File: config.mk
export PLATFORM = sky130hd
export DESIGN_NAME = header_receiver_flat
export DESIGN_NICKNAME = d
export VERILOG_FILES = /design/src/rtl/header_receiver_if.sv /design/src/rtl/header_receiver.sv /design/src/flat_wrapper.sv
export SDC_FILE = /design/constraint.sdc
export NUM_CORES = 2
export LEC_CHECK = 0
export BUFFER_PORTS_ARGS = -buffer_cell sky130_fd_sc_hd__buf_2
export CORE_UTILIZATION = 33
export CTS_BUF_LIST = sky130_fd_sc_hd__clkbuf_8
export DETAILED_ROUTE_END_ITERATION = 8
export HOLD_SLACK_MARGIN = 0.06
export SKIP_LAST_GASP = 1
export SLEW_MARGIN = 20
export SYNTH_ARGS = -nofsm -noshare
export SYNTH_HDL_FRONTEND = slang
export SYNTH_SLANG_ARGS = --single-unit
export TNS_END_PERCENT = 30
File: constraint.sdc
create_clock -name clock -period 2.75 [get_ports clock]
set_clock_uncertainty 0.15 [all_clocks]
set_input_delay 0.1375 -clock clock [delete_from_list [all_inputs] [get_ports clock]]
set_output_delay 0.1375 -clock clock [all_outputs]
set_load 0.03 [all_outputs]
File: src/rtl/header_receiver_if.sv
// Header receiver bus: UART byte handshake on one side, assembled header and
// status towards the consumer on the other.
interface header_receiver_if #(
    parameter int unsigned HEADER_BYTES = 80
);
    // UART receiver side
    logic [7:0]                  rx_data;
    logic                        rx_ready;
    logic                        rx_clear;

    // Consumer side
    logic                        header_ack;
    logic [8*HEADER_BYTES-1:0]   header_data;
    logic                        header_valid;
    logic                        header_ready;

    // Status
    logic [6:0]                  byte_count;
    logic                        busy;
    logic                        frame_error;

    // Environment: UART receiver plus header consumer
    modport master (
        output rx_data,
        output rx_ready,
        output header_ack,
        input  rx_clear,
        input  header_data,
        input  header_valid,
        input  header_ready,
        input  byte_count,
        input  busy,
        input  frame_error
    );

    // The header receiver itself
    modport slave (
        input  rx_data,
        input  rx_ready,
        input  header_ack,
        output rx_clear,
        output header_data,
        output header_valid,
        output header_ready,
        output byte_count,
        output busy,
        output frame_error
    );
endinterface

File: src/rtl/header_receiver.sv
// Assembles HEADER_BYTES consecutive UART bytes into one block header.
// Each byte is acknowledged with a one-cycle rx_clear, and the receiver then
// waits for rx_ready to fall so a byte is never taken twice. A completed
// header is published atomically on header_data; a stalled partial header is
// dropped after TIMEOUT_CYCLES idle cycles and flagged with frame_error.
module header_receiver #(
    parameter int unsigned HEADER_BYTES   = 80,
    parameter int unsigned TIMEOUT_CYCLES = 2_500_000
) (
    input  logic             clock,
    input  logic             reset,
    header_receiver_if.slave bus
);
    localparam int unsigned     HdrW    = 8 * HEADER_BYTES;
    // Shadow only holds the bytes preceding the final one; the final byte
    // comes straight from rx_data on the completing edge.
    localparam int unsigned     ShadowW = HdrW - 8;
    localparam int unsigned     CntW    = (TIMEOUT_CYCLES > 1) ? $clog2(TIMEOUT_CYCLES) : 1;
    localparam logic [CntW-1:0] IdleMax = CntW'(TIMEOUT_CYCLES - 1);
    localparam logic [6:0]      LastIdx = 7'(HEADER_BYTES - 1);

    typedef enum logic [1:0] {
        StIdle,
        StRecv,
        StAck
    } state_e;

    state_e               state_q, state_d;
    logic [ShadowW-1:0]   shadow_q, shadow_d;
    logic [HdrW-1:0]      header_q, header_d;
    logic [6:0]           count_q, count_d;
    logic [CntW-1:0]      idle_q, idle_d;
    logic                 rx_clear_q, rx_clear_d;
    logic                 valid_q, valid_d;
    logic                 ready_q, ready_d;
    logic                 ferr_q, ferr_d;

    logic                 capture;
    logic                 last_byte;
    logic                 timeout;
    logic [HdrW-1:0]      shifted;
    logic [CntW-1:0]      idle_inc;

    // Decode the events of the current cycle
    always_comb begin
        capture   = (state_q != StAck) && bus.rx_ready;
        last_byte = (count_q == LastIdx);
        shifted   = {shadow_q, bus.rx_data};
        // Saturate so a parked ACK after completion cannot wrap the counter
        idle_inc  = (idle_q == IdleMax) ? idle_q : idle_q + CntW'(1);
        // Only a partial header can time out; capture on the same edge wins
        timeout   = (state_q != StIdle) && (count_q != 7'd0) &&
                    (idle_q == IdleMax) && !capture;
    end

    // Next-state logic for the FSM, datapath and pulse outputs
    always_comb begin
        state_d    = state_q;
        shadow_d   = shadow_q;
        header_d   = header_q;
        count_d    = count_q;
        idle_d     = idle_q;
        rx_clear_d = 1'b0;
        valid_d    = 1'b0;
        ferr_d     = 1'b0;
        // Completion below overrides a coincident acknowledge
        ready_d    = bus.header_ack ? 1'b0 : ready_q;

        if (capture) begin
            shadow_d   = shifted[ShadowW-1:0];
            rx_clear_d = 1'b1;
            idle_d     = '0;
            state_d    = StAck;
            if (last_byte) begin
                header_d = shifted;
                valid_d  = 1'b1;
                ready_d  = 1'b1;
                count_d  = 7'd0;
            end else begin
                count_d  = count_q + 7'd1;
            end
        end else if (timeout) begin
            shadow_d = '0;
            count_d  = 7'd0;
            idle_d   = '0;
            ferr_d   = 1'b1;
            state_d  = StIdle;
        end else begin
            unique case (state_q)
                StIdle: idle_d = '0;
                StRecv: idle_d = idle_inc;
                StAck: begin
                    idle_d = idle_inc;
                    if (!bus.rx_ready) begin
                        // byte_count of 0 here means a header just completed
                        if (count_q == 7'd0) begin
                            state_d = StIdle;
                            idle_d  = '0;
                        end else begin
                            state_d = StRecv;
                        end
                    end
                end
                default: state_d = StIdle;
            endcase
        end
    end

    // State and registered outputs, cleared asynchronously by reset
    always_ff @(posedge clock or negedge reset) begin
        if (!reset) begin
            state_q    <= StIdle;
            shadow_q   <= '0;
            header_q   <= '0;
            count_q    <= 7'd0;
            idle_q     <= '0;
            rx_clear_q <= 1'b0;
            valid_q    <= 1'b0;
            ready_q    <= 1'b0;
            ferr_q     <= 1'b0;
        end else begin
            state_q    <= state_d;
            shadow_q   <= shadow_d;
            header_q   <= header_d;
            count_q    <= count_d;
            idle_q     <= idle_d;
            rx_clear_q <= rx_clear_d;
            valid_q    <= valid_d;
            ready_q    <= ready_d;
            ferr_q     <= ferr_d;
        end
    end

    // Drive the interface from the registers
    always_comb begin
        bus.rx_clear     = rx_clear_q;
        bus.header_data  = header_q;
        bus.header_valid = valid_q;
        bus.header_ready = ready_q;
        bus.byte_count   = count_q;
        bus.busy         = (state_q != StIdle);
        bus.frame_error  = ferr_q;
    end

endmodule
File: src/flat_wrapper.sv
// flat-port wrapper written by rule: the top's interface ports become plain ports
module header_receiver_flat 
#(
    parameter int unsigned HEADER_BYTES   = 80,
    parameter int unsigned TIMEOUT_CYCLES = 2_500_000
)
  (clock, reset, bus_rx_data, bus_rx_ready, bus_header_ack, bus_rx_clear, bus_header_data, bus_header_valid, bus_header_ready, bus_byte_count, bus_busy, bus_frame_error);
  header_receiver_if #(.HEADER_BYTES(HEADER_BYTES)) bus_i ();
  input  logic clock;
  input  logic reset;
  input wire logic [$bits(bus_i.rx_data)-1:0] bus_rx_data;
  input wire logic [$bits(bus_i.rx_ready)-1:0] bus_rx_ready;
  input wire logic [$bits(bus_i.header_ack)-1:0] bus_header_ack;
  output wire logic [$bits(bus_i.rx_clear)-1:0] bus_rx_clear;
  output wire logic [$bits(bus_i.header_data)-1:0] bus_header_data;
  output wire logic [$bits(bus_i.header_valid)-1:0] bus_header_valid;
  output wire logic [$bits(bus_i.header_ready)-1:0] bus_header_ready;
  output wire logic [$bits(bus_i.byte_count)-1:0] bus_byte_count;
  output wire logic [$bits(bus_i.busy)-1:0] bus_busy;
  output wire logic [$bits(bus_i.frame_error)-1:0] bus_frame_error;
  assign bus_i.rx_data = bus_rx_data;
  assign bus_i.rx_ready = bus_rx_ready;
  assign bus_i.header_ack = bus_header_ack;
  assign bus_rx_clear = bus_i.rx_clear;
  assign bus_header_data = bus_i.header_data;
  assign bus_header_valid = bus_i.header_valid;
  assign bus_header_ready = bus_i.header_ready;
  assign bus_byte_count = bus_i.byte_count;
  assign bus_busy = bus_i.busy;
  assign bus_frame_error = bus_i.frame_error;
  header_receiver #(.HEADER_BYTES(HEADER_BYTES), .TIMEOUT_CYCLES(TIMEOUT_CYCLES)) u_core (.clock(clock), .reset(reset), .bus(bus_i));
endmodule
==> reports/results.md <==
| Item | Reported |
| --- | --- |
| Die Area | 156000 um^2 |
| Share of async-settable or async-resettable flops after synthesis | 1.00 |
| Number of nets in the synthesized netlist | 5713 |
| Final WL | 155000 um |
| Class of the tightest hold or removal check | reg2reg |
| Cell at the root of the clock tree | clkbuf_8 |
| Leak pwr | 33.2 nW |
| Top cells by area in the synthesized netlist | dfrtp_1, nand2_1, o21ai_0 |
| Deepest level of the CTS H-tree | 4 |
| Most common flop cell mapped by yosys | dfrtp_1 |
| Cell with the most instances after synthesis | nand2_1 |
| Required time worst endpoint | 3.41 ns |
| Skew-Pair Late Insertion Delay | 0.96 ns |
| CP cell instances | or4b_2 -> nor4_4 -> and3_4 -> buf_12 -> buf_12 -> o21ai_0 |
| Slowest cell on the critical path | or4b_2 |
| Layout Area Growth over Synthesis | 21.4% |
| Unrepaired setup endpoints after global routing | true |
| Number of global-route vias before repair | 40200 |
| Critical path's most frequent cell | buf_12 |
| Count of unresolved DRC violations after routing | 0 |
| Half-perimeter wire length after placement | 101000 um |
| Combined global-route utilization of all metal layers | 0.194 |
| Pins Over Slew Limit | 0 |
| Pin count of the biggest net entering global routing | 216 |
| Via density | 4.79 |
| Summed instance area of the synthesized netlist | 50800 um^2 |
| Flops & latches, synth | 1307 |
| 1st-pass router iterations | 5 |
| Fraction of final layout cells with drive strength greater than 1 | 0.173 |
| Number of nets in the layout | 6397 |
| Highest fanout seen on the critical path | 52 |
| Launching element type of the critical path | flip-flop |
| Fin crit share | 0.975 |
| Run status | complete, no violations |
| Core area | 152000 um^2 |
| Transition time at the pin with the least slew margin | 1.26 ns |
| Final weighted congestion in routability-driven placement | 0.848 |
| Worst VDD drop | 0.00105 V |
| Category of the critical setup timing path | reg2reg |
| Total global routing overflow | 0 |
| Endpoints failing hold | 0 |
| CTS tree | yes |
| Worst path buffer plus inverter count | 2 |
| Data arrival time of the critical path | 3.34 ns |
| Largest delay share family, worst path | simple AND/OR/NAND/NOR gates |
| Stage delay of the slowest cell on the critical path | 0.73 ns |
| Antenna violations before repair | 3 |
| Wire length of the first global-routing pass | 239000 um |
| Floorplan row count | 143 |
| Register-to-register setup slack | 0.07 ns |
| Die Height | 394 um |
| Post-Route Hold Slack | 0.292 ns |
| Max Cap Viol | 0 |
| Highest Clock Rate | 0.373 GHz |
| Fraction of the yosys area taken by sequential cells | 0.643 |
| Post-synthesis area per instance | 8.93 um^2 |
| Count of routing violations after the opening detailed-route iteration | 3519 |
| Count of yosys warnings during synthesis | 0 |
| Distinct cell type count after synthesis | 57 |
| Largest area contributor in the netlist | dfrtp_1 |
| Total I/O pin count | 664 |
| Number of enable flip-flop cells after synthesis | 0 |
| Number of clock sinks | 1307 |
| Largest buffer count on any clock path | 3 |
| Die width | 394 um |
| Buffers added on ports | 663 |
| Setup WS post-layout | 0.0700 ns |
| Post-Place Cells | 8162 |
| CTS buffer count | 215 |
| Number of endpoints failing setup at the final stage | 0 |
| Fraction of post-synthesis cell area in the top cell type by area | 0.643 |
| WL per Instance | 18.0 um |
| Layout Cells excl Fill | 8583 |
| Synth Instances | 5695 |
| Post-place setup slack | 0.0418 ns |
| Vias after detailed routing | 41100 |
| Headroom to the max-slew limit | 0.161 |
| Reg clk slew, reported paths | 0.06 ns |
| Sort of element at the end of the critical path | flip-flop |
| Power density over the cells | 694 nW/um^2 |
| Initial core utilization | 0.333 |
| Most numerous cell types in the synthesized netlist | nand2_1, dfrtp_1, o21ai_0, clkbuf_1, o21ai_1 |
| Shortest period the worst path allows | 2.68 ns |
| Number of nets still failing antenna checks after routing | 0 |
worst register-to-register path, stage by stage (launching register included):
cell	delay (ns)
dfrtp_1	0.43
or4b_2	0.73
nor4_4	0.24
and3_4	0.32
buf_12	0.21
buf_12	0.30
o21ai_0	0.17
registers in the layout (all words and copies together) (netlist names), 2 cells and up:
signal and count:
u_core.bus.header_data 640, u_core.shadow_q 632, u_core.idle_q 22, u_core.bus.byte_count 7, u_core.state_q 2
metrics by stage:
step / utilization / power (mW) / instance area, um^2 / setup TNS [ns]
after global placement: 0.374 / 26.0 / 57000 / 0
after floorplan: - / 24.0 / 50800 / 0
after CTS: 0.404 / 43.4 / 61600 / 0
after detailed placement: 0.374 / 26.1 / 57000 / 0
after global routing: 0.405 / 44.8 / 61700 / -0.303
final: 0.405 / 42.9 / 61700 / 0
logic make-up (layout without fill, tap and decap cells):
logic type,after synthesis,in the layout,synth area share
flip-flops,1307,1307,0.643
buffers and inverters,378,1233,0.0332
multiplexers,10,10,0.00199
AO/OA/AOI/OAI,684,684,0.0698
adder cells (fa/ha/maj),6,6,0.00148
XOR/XNOR,2,2,0.000345
other,0,3,0
AND/OR/NAND/NOR,3308,3308,0.250
power by group:
| part | switching (mW) | internal [mW] |
|---|---|---|
| combinational | 3.54 | 1.08 |
| sequential | 0.921 | 20.2 |
| clock | 8.06 | 9.06 |
| total | 12.5 | 30.3 |
layout make-up:
class	count	area [um^2]
Antenna cell	3	7.51
Clock buffer	264	3630
Clock inverter	124	713
Fill cell	15300	90700
Inverter	13	63.8
Multi-Input combinational cell	4010	16500
Sequential cell	1307	32700
Tap cell	2030	2540
Timing Repair Buffer	832	5610
cell usage in the layout (no fill, tap or decap), types with 5 or more instances in the layout:
cell,count
a21oi_1,11
a31oi_1,10
and2_1,5
and3_1,8
buf_12,65
buf_2,662
buf_4,73
clkbuf_8,264
clkinv_2,17
clkinvlp_4,5
dfrtp_1,1307
dlygate4sd3_1,23
ha_1,6
inv_1,98
mux2i_1,9
nand2_1,3206
nand3_1,17
nand4_1,15
nor2_1,14
nor3_1,8
o21ai_0,559
o21ai_1,70
o21ai_2,10
or4_1,11
layer usage:
| layer | global-route usage | share of wire |
|---|---|---|
| met1 | 0.273 | 0.45 |
| met2 | 0.295 | 0.46 |
| met3 | 0.0453 | 0.068 |
| met4 | 0.0590 | 0.022 |
| met5 | 0 | 0 |
final timing paths:
check / endpoint / startpoint / cells after the start
setup / recovery: u_core.shadow_q[172] / u_core.idle_q[12] / 6
hold / removal: u_core.bus.header_data[120] / u_core.shadow_q[112] / 2
setup reg to reg: u_core.shadow_q[172] / u_core.idle_q[12] / 6
hold reg to reg: u_core.bus.header_data[120] / u_core.shadow_q[112] / 2
max in group asynchronous: u_core.bus.header_data[351] / reset / 6
min in group asynchronous: u_core.bus.header_data[173] / reset / 4
timing repair:
| item | 4_1_cts | 5_1_grt |
|---|---|---|
| endpoints found under the setup margin | 0 | 140 |
| resized for setup | 0 | 5 |
| buffers inserted | 0 | 2 |
| hold endpoints to repair | 1896 | 0 |
| hold buffers | 24 | 0 |
(Power assumes the default switching activity.)
